===== src/rtl/pkt_hdr_parse_pkg.sv =====
// rtl/pkt_hdr_parse_pkg.sv - shared state encoding and constants for the frame header parser
//
// Contents:
//   state_t           parser FSM encoding (HDR, SIZE, PAY, CHK)
//   DEFAULT_MAX_SIZE  default largest legal payload length
//   HDR_MSB_FIRST     byte order of the header length field
//   len_mask()        mask of the length bits that a SIZE_BYTES header can carry
package pkt_hdr_parse_pkg;

  typedef enum logic [1:0] {
    HDR  = 2'b00,
    SIZE = 2'b01,
    PAY  = 2'b11,
    CHK  = 2'b10
  } state_t;

  localparam logic [31:0] DEFAULT_MAX_SIZE = 32'h0000_FFFF;

  // Length field arrives most significant byte first.
  localparam bit HDR_MSB_FIRST = 1'b1;

  // Upper length bits beyond SIZE_BYTES bytes are forced to zero.
  function automatic logic [31:0] len_mask(input int size_bytes);
    if (size_bytes >= 4) begin
      return 32'hFFFF_FFFF;
    end
    return (32'd1 << (8 * size_bytes)) - 32'd1;
  endfunction

endpackage


===== src/rtl/pkt_hdr_shift.sv =====
// rtl/pkt_hdr_shift.sv - header length assembler with byte index and optional XOR checksum
//
// Optional feature macro: PKT_HDR_PARSE_CHK_EN (header carries one trailing XOR byte).
//
// Ports:
//   clock      in   system clock
//   rst_n      in   synchronous, active-low reset
//   byte_take  in   a header byte is accepted this cycle
//   byte_data  in   the accepted header byte
//   hdr_done   out  this accepted byte completes the header (combinational)
//   hdr_len    out  assembled length including this byte (meaningful with hdr_done)
//   chk_ok     out  checksum matches (always 1 when the checksum feature is off)
module pkt_hdr_shift
  import pkt_hdr_parse_pkg::*;
#(
  parameter int SIZE_BYTES = 4
) (
  input  logic        clock,
  input  logic        rst_n,
  input  logic        byte_take,
  input  logic [7:0]  byte_data,
  output logic        hdr_done,
  output logic [31:0] hdr_len,
  output logic        chk_ok
);

`ifdef PKT_HDR_PARSE_CHK_EN
  localparam int HDR_BYTES = SIZE_BYTES + 1;
`else
  localparam int HDR_BYTES = SIZE_BYTES;
`endif

  localparam logic [31:0] MASK     = len_mask(SIZE_BYTES);
  localparam logic [2:0]  LAST_IDX = 3'(HDR_BYTES - 1);

  logic [2:0]  idx_q;
  logic [31:0] len_q;
  logic [31:0] len_d;
  logic        is_len_byte;

  // The checksum byte (if any) sits after all length bytes.
  assign is_len_byte = (idx_q < 3'(SIZE_BYTES));
  assign hdr_done    = byte_take && (idx_q == LAST_IDX);
  assign hdr_len     = len_d;

  always_comb begin
    len_d = len_q;
    if (is_len_byte) begin
      if (HDR_MSB_FIRST) begin
        len_d = {len_q[23:0], byte_data} & MASK;
      end else begin
        len_d = len_q | ({24'd0, byte_data} << {idx_q, 3'b000});
      end
    end
  end

`ifdef PKT_HDR_PARSE_CHK_EN
  logic [7:0] xor_q;

  // Valid only on the checksum byte, where xor_q covers every length byte.
  assign chk_ok = (byte_data == xor_q);

  always_ff @(posedge clock) begin
    if (!rst_n) begin
      xor_q <= 8'd0;
    end else if (byte_take) begin
      if (hdr_done) begin
        xor_q <= 8'd0;
      end else if (is_len_byte) begin
        xor_q <= xor_q ^ byte_data;
      end
    end
  end
`else
  assign chk_ok = 1'b1;
`endif

  always_ff @(posedge clock) begin
    if (!rst_n) begin
      idx_q <= 3'd0;
      len_q <= 32'd0;
    end else if (byte_take) begin
      if (hdr_done) begin
        idx_q <= 3'd0;
        len_q <= 32'd0;
      end else begin
        idx_q <= idx_q + 3'd1;
        len_q <= len_d;
      end
    end
  end

endmodule


===== src/rtl/pkt_hdr_parse.sv =====
// rtl/pkt_hdr_parse.sv - length-header frame parser feeding the payload size counter
//
// Optional feature macro: PKT_HDR_PARSE_CHK_EN (header XOR checksum byte, handled in pkt_hdr_shift).
//
// Ports:
//   clock       in   system clock
//   rst_n       in   synchronous, active-low reset
//   in_valid    in   upstream byte valid
//   in_data     in   upstream byte
//   in_ready    out  byte accepted when in_valid & in_ready
//   last        in   final-beat flag from the size counter
//   size_valid  out  one-cycle pulse, size is valid
//   size        out  payload length in bytes, held until the next good header
//   data_start  out  one-cycle pulse on the first payload byte acceptance
//   out_valid   out  payload byte valid (registered)
//   out_data    out  payload byte
//   hdr_err     out  one-cycle pulse, header rejected
//   sync_err    out  one-cycle pulse, last misaligned with the internal count or payload gap
module pkt_hdr_parse
  import pkt_hdr_parse_pkg::*;
#(
  parameter int          SIZE_BYTES = 4,
  parameter logic [31:0] MAX_SIZE   = DEFAULT_MAX_SIZE
) (
  input  logic        clock,
  input  logic        rst_n,
  input  logic        in_valid,
  input  logic [7:0]  in_data,
  output logic        in_ready,
  input  logic        last,
  output logic        size_valid,
  output logic [31:0] size,
  output logic        data_start,
  output logic        out_valid,
  output logic [7:0]  out_data,
  output logic        hdr_err,
  output logic        sync_err
);

  state_t      state_q;
  state_t      state_d;

  logic        in_ready_q;
  logic [31:0] size_q;
  logic [31:0] rem_q;
  logic        first_q;
  logic        out_valid_q;
  logic [7:0]  out_data_q;
  logic        hdr_err_q;
  logic        sync_err_q;

  logic        accept;
  logic        hdr_take;
  logic        pay_take;
  logic        hdr_done;
  logic [31:0] hdr_len;
  logic        chk_ok;
  logic        hdr_bad;
  logic        hdr_err_d;
  logic        sync_err_d;

  assign accept   = in_valid && in_ready_q;
  assign hdr_take = accept && (state_q == HDR);
  assign pay_take = accept && (state_q == PAY);

  pkt_hdr_shift #(
    .SIZE_BYTES (SIZE_BYTES)
  ) u_shift (
    .clock     (clock),
    .rst_n     (rst_n),
    .byte_take (hdr_take),
    .byte_data (in_data),
    .hdr_done  (hdr_done),
    .hdr_len   (hdr_len),
    .chk_ok    (chk_ok)
  );

  assign hdr_bad = (hdr_len == 32'd0) || (hdr_len > MAX_SIZE) || !chk_ok;

  always_ff @(posedge clock) begin
    if (!rst_n) begin
      state_q <= HDR;
    end else begin
      state_q <= state_d;
    end
  end

  always_comb begin
    state_d    = state_q;
    hdr_err_d  = 1'b0;
    sync_err_d = 1'b0;
    case (state_q)
      HDR: begin
        if (hdr_done) begin
          if (hdr_bad) begin
            hdr_err_d = 1'b1;
          end else begin
            state_d = SIZE;
          end
        end
      end
      SIZE: begin
        state_d = PAY;
      end
      PAY: begin
        if (pay_take && (rem_q == 32'd1)) begin
          state_d = CHK;
        end
        // Once the payload has started the downstream counter runs every
        // cycle, so any hole in the byte stream breaks alignment.
        if (!in_valid && !first_q) begin
          sync_err_d = 1'b1;
        end
      end
      CHK: begin
        state_d = HDR;
        if (!last) begin
          sync_err_d = 1'b1;
        end
      end
      default: begin
        state_d = HDR;
      end
    endcase
    if (last && (state_q != CHK)) begin
      sync_err_d = 1'b1;
    end
  end

  always_ff @(posedge clock) begin
    if (!rst_n) begin
      in_ready_q  <= 1'b0;
      size_q      <= 32'd0;
      rem_q       <= 32'd0;
      first_q     <= 1'b0;
      out_valid_q <= 1'b0;
      out_data_q  <= 8'd0;
      hdr_err_q   <= 1'b0;
      sync_err_q  <= 1'b0;
    end else begin
      // Registered from the next state so in_ready is low during reset and
      // drops on the SIZE and CHK cycles with no combinational path.
      in_ready_q  <= (state_d == HDR) || (state_d == PAY);
      hdr_err_q   <= hdr_err_d;
      sync_err_q  <= sync_err_d;
      out_valid_q <= pay_take;
      if (pay_take) begin
        out_data_q <= in_data;
      end
      if (hdr_done && !hdr_bad) begin
        size_q <= hdr_len;
      end
      if (state_q == SIZE) begin
        rem_q   <= size_q;
        first_q <= 1'b1;
      end else if (pay_take) begin
        rem_q   <= rem_q - 32'd1;
        first_q <= 1'b0;
      end
    end
  end

  assign in_ready   = in_ready_q;
  assign size_valid = (state_q == SIZE);
  assign size       = size_q;
  assign data_start = pay_take && first_q;
  assign out_valid  = out_valid_q;
  assign out_data   = out_data_q;
  assign hdr_err    = hdr_err_q;
  assign sync_err   = sync_err_q;

endmodule


===== config.mk =====
export PLATFORM = sky130hd
export DESIGN_NAME = pkt_hdr_parse
export DESIGN_NICKNAME = d
export VERILOG_FILES = /design/src/rtl/pkt_hdr_parse_pkg.sv /design/src/rtl/pkt_hdr_shift.sv /design/src/rtl/pkt_hdr_parse.sv
export SDC_FILE = /design/constraint.sdc
export NUM_CORES = 1
export LEC_CHECK = 0
export CORE_UTILIZATION = 45
export DETAILED_ROUTE_END_ITERATION = 8
export PLACE_DENSITY = 0.67
export SLEW_MARGIN = 20
export SYNTH_ARGS = -nofsm -noshare
export SYNTH_HDL_FRONTEND = slang
export SYNTH_SLANG_ARGS = --single-unit

===== constraint.sdc =====
create_clock -name clock -period 5.79 [get_ports clock]
set_input_delay 0.8685 -clock clock [delete_from_list [all_inputs] [get_ports clock]]
set_output_delay 0.8685 -clock clock [all_outputs]
set_load 0.005 [all_outputs]

==> impl_results.md <==
* Seq/Total Area, Yosys at between 40 and 50%
* Initial Util at between 40% and 50%
* Count of cell types in the netlist at between 40 and 50
* Antenna violations before repair at 0
* CP max FO at 17
* Design Area, Final at between 0.006 and 0.007 mm2
* Commonest cells in the netlist: dfxtp_1, nor2_1, a21oi_1, nand2_1, a22oi_1
* CTS tree: yes
* Total setup buffers inserted after CTS at 0
* Hold endpoint: out_data[2]
* WL/cell at 16.9 um
* Post-Syn Area at slightly below 0.005 mm2
* Std-Cell Rows at 37
* IO buf count at between 50 and 60
* CTS root buf: clkbuf_8
* GRT Total Usage at between 20% and 30%
* Later-pin clock latency in the skew report at about 0.52 ns
* Pwr dens at ~320 mW/mm2
* FF-to-FF Start: u_shift.idx_q[2]
* Static Leak at between 2 and 2.5 nW
* Cell Count, Final, Fillers Out at approximately 740
* Post-synth EDFFs at 0
* Die ar. at between 0.01 and 0.015 mm2
* Final nets at 611
* First-pass GRT wire length at between 20000 and 25000 um
* Drt initial violations at between 300 and 400
* Synth Register Bits at roughly 110
* Number of max-cap violations at 0
* Clock network power share at a little under three fifths
* Worst-Margin Slew at 1.06 ns
* Die width at 106 um
* Sw frac at between 20% and 30%
* Hold path start: out_data[2]
* Clock-pin slew on the worst setup and hold paths at 0.05 ns
* Dpl cell area at 0.00548 mm2
* R2r setup slk at a little over 3 ns
* Max Slew Vio Count at 0
* Most frequent cell after synthesis: dfxtp_1
* Pre-antenna DRT Iters at 8
* Synth area leaders: dfxtp_1, a22oi_1, nor2_1
* Crit path DAT at 2.78 ns
* Startpoint types: input pin
* Skew final at 0.00942 ns
* Worst R2R Path Depth at 5
* Number of global-route vias before repair at between 4000 and 5000
* Congestion Overflow GR at 0
* CTS Buffer Depth at 2
* Die Y at between 100 and 150 um
* Pin count of the biggest net entering global routing at between 60 and 70
* Num CTS Buffers at 17
* Hold WC Path Type: reg -> reg
* Ant diodes at 0
* Switch Pwr at ~400 uW
* Setup violators final at 0
* Sinks on Clock Net at approximately 110
* Final Util at 58.8%
* Fmax at approximately 270 MHz
* HPWL Detailed at 8240 um
* Crit path kind: in -> out
* Final Critical Period at roughly 3.7 ns
* I/O pins at 58
* Worst r2r dst: size[27]
* Hold Violations, Final at 0
* CTS H-Tree Depth at 4
* Share of cells above drive strength 1 at 7.89%
* Layout area overhead at 25.9%
* Post-synth top area cell: dfxtp_1
* Tcrit/Tclk final at between 60% and 70%
* Worst hold path depth at 2
* Req. time, crit path at 4.92 ns
* Synth top area share at 47.1%
* Via density at between 5 and 6
* Hold buffer count at CTS at 0
* Post-Place Cells at slightly above 700
* Max-Slew Margin vs Limit at between 20% and 30%
* Worst VDD drop at between 0.15 and 0.2 mV
* Drt drc at 0
* Core Region at 0.0104 mm2
* GP Congestion at between 0.8 and 0.9
* Final WL at approximately 13000 um
* Top_reg_cell synth: dfxtp_1
* Hold Slack at about 0.46 ns
* Detail Route Antenna Nets at 0
* Int Pwr at 1.53 mW
* Setup TNS at 0 ns
* Asr flop ratio synth at 0%
* Comb power frac at 3.1%
* RSZ-0062 raised after global routing: false
* Cells resized by post-CTS repair at 0
* CP endpoint kind: primary output
* Outcome: finished, final reports clean
* Gate Count Post-Synth at roughly 560
* Flop pwr share at between 40% and 50%
* Vias at around 4400
* Average size of a mapped cell at between 8 and 9 um2
* Syn_nets at roughly 570
* Synth warn at 0
## area by class of cell
cell class	instances	area [um2]
Clock buffer	23	457
Clock inverter	9	154
Fill cell	934	4270
Inverter	8	30.0
Multi-Input combinational cell	392	2400
Sequential cell	114	2280
Tap cell	136	170
Timing Repair Buffer	62	608
## how the worst max path moves through the flow
| stage | startpoint | to | cells after the start |
|---|---|---|---|
| after CTS | in_valid | data_start | 4 |
| after global placement | in_valid | data_start | 4 |
| after detailed placement | in_valid | data_start | 4 |
| final | in_valid | data_start | 4 |
| after global routing | in_valid | data_start | 4 |
| after floorplan | in_valid | data_start | 4 |
## logic make-up (layout without fill, tap and decap cells)
| logic type | Yosys count | in the layout | share of synthesized area [%] |
|---|---|---|---|
| multiplexers | 19 | 19 | 3.95 |
| adder cells (fa/ha/maj) | 4 | 4 | 1.03 |
| XOR/XNOR | 1 | 1 | 0.181 |
| buffers and inverters | 49 | 102 | 3.90 |
| AND/OR/NAND/NOR | 201 | 201 | 21.0 |
| flip-flops | 114 | 114 | 47.1 |
| AO/OA/AOI/OAI | 167 | 167 | 22.9 |
## critical path, cell delays in order
cell and delay, ns:
clkdlybuf4s50_1 0.54, and4_1 0.65, and2_1 0.22, clkdlybuf4s50_1 0.50
## per-stage QoR
step	worst slack [ns]	power, mW
6_report	2.14	1.93
5_1_grt	2.06	1.99
4_1_cts	2.15	1.95
3_5_place_dp	2.14	0.873
3_3_place_gp	2.16	0.872
2_1_floorplan	3.25	0.849
## cell usage in the layout, fill, tap and decap left out, types with 18 or more instances in the layout
cell               n
mux2i_1           18
dfxtp_1          113
nor2_1            59
a21oi_1           42
a22oi_1           39
nor3_1            18
clkdlybuf4s50_1   57
nand2_1           42
a31oi_1           26
a211oi_1          19
and3_1            19
## power by group through the flow
stage / combinational (mW) / clock (mW) / sequential (mW)
2_1_floorplan: 0.0372 / 0 / 0.812
3_3_place_gp: 0.0576 / 0 / 0.814
3_5_place_dp: 0.0585 / 0 / 0.814
4_1_cts: 0.0591 / 1.09 / 0.797
5_1_grt: 0.0657 / 1.13 / 0.798
6_report: 0.0593 / 1.08 / 0.798
## routing by layer
metal / up-vias / wire, um / track usage, %
li1: 2152 / - / -
met1: 2147 / 5710 / 30.2
met2: 123 / 5980 / 36.7
met3: 26 / 601 / 5.44
met4: 0 / 274 / 10.1
met5: - / 0 / 0
## registers in the layout, summed over array words and instances, names as in the netlist
| name | cells |
|---|---|
| first_q | 1 |
| hdr_err | 1 |
| in_ready | 1 |
| out_data | 8 |
| out_valid | 1 |
| rem_q | 32 |
| size | 32 |
| state_q | 2 |
| sync_err | 1 |
| u_shift.idx_q | 3 |
| u_shift.len_q | 32 |
Note: power is estimated with default switching activity, not from simulation.
